==> src/rtl/hazard_ctrl.sv <==
// SELEN pipeline hazard controller: holds, flushes, forwarding and stall count.
// Build option HAZARD_FWD_EN enables operand forwarding; otherwise RAW stalls.
module hazard_ctrl #(
   parameter int CNT_W = 16
) (
   input  logic             clk,
   input  logic             rst,
   input  logic [4:0]       rs1D,
   input  logic [4:0]       rs2D,
   input  logic [4:0]       rs1E,
   input  logic [4:0]       rs2E,
   input  logic [4:0]       rdE,
   input  logic [4:0]       rdM,
   input  logic [4:0]       rdW,
   input  logic             we_regE,
   input  logic             we_regM,
   input  logic             we_regW,
   input  logic             ld_E,
   input  logic             brch_takenE,
   input  logic             imem_rdy,
   input  logic             dmem_req,
   input  logic             dmem_ack,
   output logic             enbF,
   output logic             enbD,
   output logic             enbE,
   output logic             enbM,
   output logic             flashD,
   output logic             flashE,
   output logic [1:0]       fwd_aE,
   output logic [1:0]       fwd_bE,
   output logic [CNT_W-1:0] stall_cnt
);

   typedef enum logic [1:0] {
      RUN,
      LDSTALL,
      DWAIT,
      IWAIT
   } state_t;

   state_t state;
   state_t state_nx;
   logic   mem_stall;
   logic   raw_hz;
   logic [1:0] fwd_a;
   logic [1:0] fwd_b;

   assign mem_stall = dmem_req & ~dmem_ack;

`ifdef HAZARD_FWD_EN
   logic ld_use;

   function automatic logic [1:0] fwd_sel(
      input logic [4:0] rs,
      input logic       we_m,
      input logic [4:0] rd_m,
      input logic       we_w,
      input logic [4:0] rd_w
   );
      if (we_m && rd_m != 5'd0 && rd_m == rs)
         return 2'b01;
      else if (we_w && rd_w != 5'd0 && rd_w == rs)
         return 2'b10;
      else
         return 2'b00;
   endfunction

   assign ld_use = ld_E & we_regE & (rdE != 5'd0) &
                   ((rdE == rs1D) | (rdE == rs2D));
   assign raw_hz = ld_use & (state == RUN);
   assign fwd_a  = fwd_sel(rs1E, we_regM, rdM, we_regW, rdW);
   assign fwd_b  = fwd_sel(rs2E, we_regM, rdM, we_regW, rdW);
`else
   logic dep_e;
   logic dep_m;
   logic unused;

   // Write-through register file: a writeback producer is already visible.
   assign dep_e  = we_regE & (rdE != 5'd0) & ((rdE == rs1D) | (rdE == rs2D));
   assign dep_m  = we_regM & (rdM != 5'd0) & ((rdM == rs1D) | (rdM == rs2D));
   assign raw_hz = (dep_e | dep_m) & ((state == RUN) | (state == LDSTALL));
   assign fwd_a  = 2'b00;
   assign fwd_b  = 2'b00;
   assign unused = ^{rs1E, rs2E, rdW, we_regW, ld_E};
`endif

   always_comb begin
      enbF     = 1'b0;
      enbD     = 1'b0;
      enbE     = 1'b0;
      enbM     = 1'b0;
      flashD   = 1'b0;
      flashE   = 1'b0;
      fwd_aE   = fwd_a;
      fwd_bE   = fwd_b;
      state_nx = RUN;
      if (rst) begin
         flashD = 1'b1;
         flashE = 1'b1;
         fwd_aE = 2'b00;
         fwd_bE = 2'b00;
      end else if (mem_stall) begin
         enbF     = 1'b1;
         enbD     = 1'b1;
         enbE     = 1'b1;
         enbM     = 1'b1;
         state_nx = DWAIT;
      end else if (brch_takenE) begin
         flashD = 1'b1;
         flashE = 1'b1;
         if (state == IWAIT && !imem_rdy)
            state_nx = IWAIT;
      end else if (raw_hz) begin
         enbF     = 1'b1;
         enbD     = 1'b1;
         flashE   = 1'b1;
         state_nx = LDSTALL;
      end else if (!imem_rdy) begin
         enbF     = 1'b1;
         flashD   = 1'b1;
         state_nx = IWAIT;
      end
   end

   always_ff @(posedge clk) begin
      if (rst) begin
         state     <= RUN;
         stall_cnt <= '0;
      end else begin
         state <= state_nx;
         if (enbD && stall_cnt != {CNT_W{1'b1}})
            stall_cnt <= stall_cnt + 1'b1;
      end
   end

endmodule

==> config.mk <==
export PLATFORM = sky130hd
export DESIGN_NAME = hazard_ctrl
export DESIGN_NICKNAME = d
export VERILOG_FILES = /design/src/rtl/hazard_ctrl.sv
export SDC_FILE = /design/constraint.sdc
export NUM_CORES = 1
export LEC_CHECK = 0
export ABC_AREA = 1
export CAP_MARGIN = 20
export CORE_MARGIN = 2
export CORE_UTILIZATION = 45
export DETAILED_ROUTE_END_ITERATION = 7
export GPL_TIMING_DRIVEN = 0
export HOLD_SLACK_MARGIN = 0.08
export PLACE_DENSITY = 0.86
export SYNTH_ARGS = -nofsm -noshare
export SYNTH_HDL_FRONTEND = slang
export SYNTH_SLANG_ARGS = --single-unit
==> constraint.sdc <==
create_clock -name clk -period 4.1 [get_ports clk]
set_input_delay 0.82 -clock clk [delete_from_list [all_inputs] [get_ports clk]]
set_output_delay 0.82 -clock clk [all_outputs]
set_load 0.05 [all_outputs]
# Word-level counts from Yosys, hierarchy flattened
# Index checks and enable logic that the tools add are counted.
# totals
ff_bits	18
inputBits	45
out_inout_bits	26
word_cells	52
# op_classes
addsub	1
eq_ne	7
n_mux	23
bitwise_logic	11
reduce_logical	7
# op_table
operator	n
5-bit equality test	4
1-bit two-way mux	18
16-bit by 1-bit adder with 16-bit output, second input constant	1
16-bit inequality test, second input constant	1
2-bit two-way mux	5
5-bit nonzero test	2
1-bit bitwise AND	6
1-bit OR	4
2-bit by 1-bit equality test with 1-bit output, second input constant	1
2-bit equality test, second input constant	1
1-bit logical AND	2
2-bit logical NOT	1
2-bit OR reduction	1
1-bit logical NOT	1
1-bit inverter	1

# Longest topological paths before layout
# Gate-level depths: netlist (run 1).
# depth
depth_word	10
ltp_mapped	14
ltp_nobuf	13

# Worst setup path after synthesis (run 1)
# OpenSTA, ideal clock, no wires.
# synth_timing
path_type	in2out
startpoint	input port dmem_req
endpoint	output port enbD
arrival_time_ps	2339
required_time_ps	3280
path_slack_ps	941
path_stages	7
n_path_buf	1
path_cell_list	inv_1 > nor2_1 > inv_1 > nor2_1 > inv_1 > nand2_2 > buf_4
# synth_between
elab_chain_len	3
# synth_rtl
element	line_no	text
from (decl)	21	input logic dmem_req,
1-bit bitwise AND	48	assign mem_stall = dmem_req & ~dmem_ack;
1-bit two-way mux	102	end else if (mem_stall) begin
1-bit two-way mux	97	if (rst) begin
to (decl)	24	output logic enbD,
# No other way between the ends.

# Worst setup path in the final report (run 1)
# layout_timing
startpoint	input port rdE[1]
endpoint	output port enbF
# layout_between
elab_chain_len	9
word_cells_on_any_way	12
classes_between	2 x eq/ne; 4 x mux; 5 x bitwise; 1 x reduce/logical
# layout_rtl
element	line_no	text
from (decl)	12	input logic [4:0] rdE,
5-bit equality test / 5-bit nonzero test (equally long branches)	79	assign dep_e = we_regE & (rdE != 5'd0) & ((rdE == rs1D) | (rdE == rs2D));
1-bit OR / 1-bit bitwise AND (equally long branches)	79	
1-bit bitwise AND *	79	
1-bit OR *	81	assign raw_hz = (dep_e | dep_m) & ((state == RUN) | (state == LDSTALL));
1-bit bitwise AND *	81	
1-bit two-way mux *	113	end else if (raw_hz) begin
1-bit two-way mux *	108	end else if (brch_takenE) begin
1-bit two-way mux *	102	
1-bit two-way mux *	97	
to (decl)	23	output logic enbF,
# Mark *: on every way between the ends. The rest lies on a longest branch, timed or not.

==> results of run 1 <==
[per-stage QoR]
stage	setup WS, ns	hold slack (ns)
2_1_floorplan	0.941	0.472
3_3_place_gp	0.0880	0.492
3_5_place_dp	0.0698	0.496
4_1_cts	0.0699	0.512
5_1_grt	0.0248	0.522
6_report	0.168	0.509
[worst reg2reg max path, cell delays in order (launching register included)]
cell     delay, ns
dfxtp_1       0.47
ha_1          0.27
nand2_2       0.10
nor3_4        0.24
nand2_2       0.09
nor2_4        0.11
nand4_4       0.16
buf_2         0.25
nand3_1       0.12
a21oi_2       0.06
[kinds of logic (layout without fill, tap and decap cells)]
group,after synthesis,in the layout,share of synthesized area (%)
and+or+nand+nor,148,148,42.8
xor gates and xnor gates,19,19,10.6
other,1,4,0.240
DFF,18,18,23.1
AOI/OAI and AO/OA,23,23,9.85
buffers and inverters,44,97,12.6
adders and majority gates,1,1,0.801
[sequential cells by signal (all words and copies together), names as in the netlist]
signal,flops
stall_cnt,16
state,2
[final timing paths]
| kind | endpoint | slack, ns | cells past startpoint |
|---|---|---|---|
| worst max-delay path | enbF | 0.17 | 14 |
| worst min-delay path | stall_cnt[9]$_SDFFE_PP0P_ | 0.51 | 2 |
| worst max register to register | stall_cnt[10]$_SDFFE_PP0P_ | 2.09 | 9 |
| worst min register to register | stall_cnt[9]$_SDFFE_PP0P_ | 0.51 | 2 |
[repair_timing]
item / in CTS / in global routing
hold buffers: 0 / 0
setup buffers: 0 / 0
setup endpoints to repair: 0 / 1
resized for setup: 0 / 1
[area by class of cell]
cell class	instances	area (sq um)	area share (%)
Inverter	34	128	5.91
Clock buffer	4	36.3	1.68
Buffer	10	68.8	3.18
Sequential cell	18	360	16.7
Tap cell	46	57.6	2.66
Multi-Input combinational cell	195	1020	47.1
Timing Repair Buffer	49	493	22.8
[synthesized netlist by cell type (all sizes together), types with 2 or more instances]
| master | instances | area (sq um) |
|---|---|---|
| a21oi | 20 | 138 |
| buf | 8 | 61.3 |
| clkbuf | 2 | 7.51 |
| dfxtp | 18 | 360 |
| inv | 34 | 128 |
| nand2 | 88 | 345 |
| nand3 | 26 | 130 |
| nand4 | 6 | 52.6 |
| nor2 | 22 | 90.1 |
| nor3 | 3 | 31.3 |
| nor4 | 2 | 12.5 |
| o21ai | 2 | 10.0 |
| xnor2 | 10 | 87.6 |
| xor2 | 9 | 78.8 |
[power by group]
part / switching, mW / total (mW) / internal (mW)
sequential: 0.00197 / 0.179 / 0.177
clock: 0.0611 / 0.115 / 0.0542
combinational: 0.0696 / 0.122 / 0.0520
[routing by layer]
metal  up-vias  GRT usage, %  routed length [um]
met4         0          6.67                  25
met3         3          2.52                 230
li1        907             -                   -
met5         -             0                   0
met2        50          33.6                1740
met1       764          24.8                1670
==> qor.yml, run 1 <==
synth:
  yosysUniqueCellTypes: 28
  synth_edf_count: 0
  synth_ff_type: "dfxtp_1"
  syn_avg_cell_area_sq_um: 6.15
  synth_cells: 254
  yosysWarnings: 0
  synth_area_sq_um: 1560
  async_reset_ff_share_pct: 0
  ys_seq_area_share_pct: 23.1
  ys_seq_elements: 18
routing:
  vias_per_cell: 4.84
  ant_nets: 0
  drc: 0
  num_vias: 1724
  first_pass_iters: 5
  avgRoutedWirePerCell_um: 10.3
  drt_wl_total_um: 3670
  drt_iter0_drc: 61
timing:
  finalSetupViolCount: 0
  fin_skew_ns: 0.00950
  hold_violations: 0
  grt_setup_unrepaired: "false"
  relSlewSlack_pct: 54.8
  fmax_ghz: 0.254
  report.final.slew_viol_count: 0
  worstMarginPinSlew_ns: 0.678
  fin_tns_setup_ns: 0
  period_minus_slack_ns: 3.93
  fin_crit_sh_pct: 95.9
cells_and_area:
  areaGrowthSynthToFinish_pct: 38.3
  fill_cells: 328
  nets: 357
  post-route-util_pct: 64.8
  design_area_sq_um: 2160
  n_antenna_cell: 0
  final_common_cell: "nand2_1"
  layout_common_cells: "nand2_1 (84), clkdlybuf4s50_1 (48), inv_1 (26), nand3_1 (26), nor2_1 (21)"
  drive_gt1_share_pct: 12.3
  finalNonFillerCells: 356
place:
  dpl.cell_count: 352
  io_buffers: 49
  place_area_sq_um: 2120
  finalWeightedCongestion: 0.927
  hpwl_um: 2910
floorplan:
  ios: 71
  die_w_um: 62.9
  placementRows: 21
  start_util_pct: 46.8
  dieArea_sq_um: 3960
  fp.dieH_um: 62.9
  fp.coreArea_sq_um: 3340
worst_setup_path:
  r2r-start: "stall_cnt[0]$_SDFFE_PP0P_"
  slowest_delay_ns: 0.82
  critical_path_required_ns: 3.28
  slowest_stage: "clkdlybuf4s50_1"
  setup.worst_path.end_class: "primary output"
  crit_path_start: "rdE[1]"
  cp.buffers_inverters: 3
  worstPathCellList: "clkdlybuf4s50_1 > inv_2 > nand2_1 > nand2_1 > nor2_1 > nand3_1 > nand2_1 > nand2_1 > nand2_1 > nand2_1 > nand2_1 > nand2_1 > a21oi_1 > clkdlybuf4s50_1"
  crit_fanout: 4
  cp_top_family: "buffers and inverters"
  start_kind: "input port"
  crit_type: "input port to primary output"
  crit_top_cell: "nand2_1"
  crit_arrival_ns: 3.11
min_path:
  hp-start: "stall_cnt[9]$_SDFFE_PP0P_"
  hold_class: "flop to flop"
global_routing:
  grt_pass1_wl_um: 6420
  grt_pass1_vias: 1543
  grt_usage_pct: 19.5
  grt_max_degree: 11
  grt_overflow_total: 0
  antenna_found_initial: 0
clock_network:
  cts_tree: "built"
  cts.clk_slew.worst_paths_ns: 0.10
  cts_buffer_depth: 2
  cts_buffers: 3
  htreeDepth: 1
  clock_latency_ns: 0.31
  cts-root-buf: "clkbuf_4"
  clkSinkCount: 18
pwr:
  total_power_uw: 416
  powerDensity_nw_per_um2: 192
  leakage_nw: 0.943
  peakVddDrop_mv: 0.143
flow_run:
  drv_cap: 0
outcome:
  status: "completed"
No activity file was read; power rests on OpenSTA's default activity.
==> run 2, diff against run 1 <==
--- a/config.mk
+++ b/config.mk
@@ -8,11 +8,12 @@
 export ABC_AREA = 1
 export CAP_MARGIN = 20
 export CORE_MARGIN = 2
-export CORE_UTILIZATION = 45
+export CORE_UTILIZATION = 42
 export DETAILED_ROUTE_END_ITERATION = 7
 export GPL_TIMING_DRIVEN = 0
 export HOLD_SLACK_MARGIN = 0.08
-export PLACE_DENSITY = 0.86
+export PLACE_DENSITY = 0.81
 export SYNTH_ARGS = -nofsm -noshare
 export SYNTH_HDL_FRONTEND = slang
 export SYNTH_SLANG_ARGS = --single-unit
+export TNS_END_PERCENT = 30
==> constraint.sdc (replaced) <==
create_clock -name clk -period 4.42 [get_ports clk]
set_input_delay 0.884 -clock clk [delete_from_list [all_inputs] [get_ports clk]]
set_output_delay 0.884 -clock clk [all_outputs]
set_load 0.05 [all_outputs]
==> run 2 against run 1 <==
  * Register-to-register slack gained 0.31 ns
  * Core utilization is 4.3 points lower
  * Global-route usage is 1.1 points lower
  * Wire length increased by 1.5%
  * Via count is 1.5% lower
  * Setup slack improved by 0.092 ns
  * Cell count is 0.56% higher
  * Design area grew 0.87%
==> qor.yml, run 2 (synthesis results as in run 1) <==
outcome:
  status: "completed"
global_routing:
  antenna_found_initial: 0  # unchanged
  top_usage_layer: "met2"
  grt_pass1_vias: 1551  # +0.52%
  grt_max_degree: 11  # unchanged
  gr-usage-met1_pct: 21.9  # -3.0 points
  grt_overflow_total: 0  # unchanged
  use_met3_pct: 2.78  # +0.26 points
  met2_usage_pct: 33.6  # about the same
  grt_pass1_wl_um: 6240  # -2.7%
  grt_usage_pct: 18.4  # -1.1 points
cells_and_area:
  reg_top3: "stall_cnt: 16 flops, state: 2 flops"
  n_antenna_cell: 0  # unchanged
  areaGrowthSynthToFinish_pct: 39.5
  largest_reg_flops: 16  # unchanged
  drive_gt1_share_pct: 12.3  # unchanged
  final_common_cell: "nand2_1"
  nets: 357  # unchanged
  layout_common_cells: "nand2_1 (84), clkdlybuf4s50_1 (49), inv_1 (26), nand3_1 (26), nor2_1 (21)"
  regMostFlops: "stall_cnt"
timing:
  fin_tns_setup_ns: 0  # unchanged
  holdWs_ns: 0.504  # -0.00510 ns
  grt_setup_unrepaired: "false"
  report.final.slew_viol_count: 0  # unchanged
  finalSetupViolCount: 0  # unchanged
  fin_crit_sh_pct: 94.1
  hold_violations: 0  # unchanged
  fin_skew_ns: 0.00408  # -0.00542 ns
  fmax_ghz: 0.240
  relSlewSlack_pct: 54.9  # about the same
  worstMarginPinSlew_ns: 0.677  # -0.000696 ns
  period_minus_slack_ns: 4.16
worst_setup_path:
  crit_top_cell: "nand2_1"
  crit_fanout: 10  # +6
  crit_type: "input port to primary output"
  worstPathCellList: "clkdlybuf4s50_1 > inv_1 > nand2_1 > nand2_1 > nor2_1 > nand3_1 > nand2_1 > nand2_1 > nand2_1 > nand3_1 > nand2_2 > buf_4 > clkdlybuf4s50_1"
  crit_path_start: "rdE[4]"
  r2r-start: "stall_cnt[0]$_SDFFE_PP0P_"
  critical_path_required_ns: 3.54  # +0.26 ns
  crit_arrival_ns: 3.28  # +0.17 ns
  slowest_stage: "clkdlybuf4s50_1"
  setup.worst_path.end_class: "primary output"
  slowest_delay_ns: 0.81  # about the same
  start_kind: "input port"
floorplan:
  ios: 71  # unchanged
  start_util_pct: 43.3  # -3.5 points
  dieArea_sq_um: 4230  # +6.7%
  fp.coreArea_sq_um: 3610  # +8.1%
  placementRows: 22  # +4.8%
  die_w_um: 65  # +3.3%
  fp.dieH_um: 65  # +3.3%
pwr:
  p_int_uw: 292  # +3.0%
  sw_frac_of_total_pct: 30.0  # -1.9 points
  leakage_nw: 0.935  # -0.88%
  p_comb_share_pct: 26.9  # -2.4 points
  pwr-share-clk_pct: 33.2  # +5.5 points
  seqPwrFrac_pct: 39.9  # -3.1 points
  p_switching_uw: 125  # -5.9%
  powerDensity_nw_per_um2: 191  # -0.68%
  peakVddDrop_mv: 0.158  # +11%
  total_power_uw: 416  # +0.18%
flow_run:
  drv_cap: 0  # unchanged
routing:
  drt_iter0_drc: 51  # -16%
  drc: 0  # unchanged
  avgRoutedWirePerCell_um: 10.4  # +0.90%
  drt_wl_total_um: 3730  # +1.5%
  num_vias: 1698  # -1.5%
  vias_per_cell: 4.74  # -2.1%
  first_pass_iters: 4  # -1
  ant_nets: 0  # unchanged
clock_network:
  clock_latency_ns: 0.26  # -0.05 ns
  cts_buffer_depth: 2  # unchanged
  htreeDepth: 1  # unchanged
  postCtsSetupRepairBufs: 0  # unchanged
  cts_resized: 0  # unchanged
  cts_tree: "built"
  cts_buffers: 3  # unchanged
  cts-root-buf: "clkbuf_8"
  cts.clk_slew.worst_paths_ns: 0.07  # -0.03 ns
  hold_buffers: 0  # unchanged
  clkSinkCount: 18  # unchanged
min_path:
  hp-start: "stall_cnt[14]$_SDFFE_PP0P_"
  hold_class: "flop to flop"
place:
  hpwl_um: 3010  # +3.3%
  finalWeightedCongestion: 0.898  # -3.1%
  io_buffers: 49  # unchanged
==> run 2: cell types whose count changed in the layout (fill, tap and decap cells not counted), sizes merged <==
cell | previous run | this run
dlymetal6s2s | 1 | 0
clkdlybuf4s50 | 48 | 49
==> run 2: layout make-up <==
type | count | area [sq um]
Buffer | 10 | 68.8
Tap cell | 48 | 60.1
Timing Repair Buffer | 49 | 490
Fill cell | 352 | 1430
Clock buffer | 4 | 55.1
Multi-Input combinational cell | 195 | 1020
Inverter | 34 | 128
Sequential cell | 18 | 360
==> run 2: power groups by stage <==
stage                     registers [mW]  logic [mW]  clock network, mW
after floorplan                    0.172      0.0638                  0
after CTS                          0.166       0.113              0.139
after detailed placement           0.170       0.112                  0
after global routing               0.166       0.122              0.145
final                              0.166       0.112              0.138
after global placement             0.169       0.111                  0
==> run 2: routing by layer <==
layer | vias up | wire (um)
li1 | 903 | -
met1 | 747 | 1720
met2 | 40 | 1770
met3 | 8 | 181
met4 | 0 | 51
met5 | - | 0
==> run 2: through the flow <==
| stage | cell area (sq um) | std cells | utilization [%] | worst slack [ns] |
|---|---|---|---|---|
| 3_5_place_dp | 2120 | 354 | 58.9 | 0.263 |
| 2_1_floorplan | 1570 | 257 | - | 1.13 |
| 6_report | 2180 | 358 | 60.4 | 0.260 |
| 5_1_grt | 2180 | 358 | 60.4 | 0.0687 |
| 3_3_place_gp | 2120 | 354 | 58.9 | 0.291 |
| 4_1_cts | 2180 | 358 | 60.4 | 0.257 |
==> run 2: final timing paths <==
kind              slack, ns  depth (start not counted)                          to
setup / recovery       0.26                         13                        enbD
hold / removal         0.50                          2  stall_cnt[14]$_SDFFE_PP0P_
setup reg to reg       2.40                          9  stall_cnt[11]$_SDFFE_PP0P_
hold reg to reg        0.50                          2  stall_cnt[14]$_SDFFE_PP0P_
==> run 2: critical path, delay by kind of cell <==
| kind | cells | cell delay, ns |
|---|---|---|
| buffers and inverters | 4 | 1.61 |
| and+or+nand+nor | 9 | 0.77 |
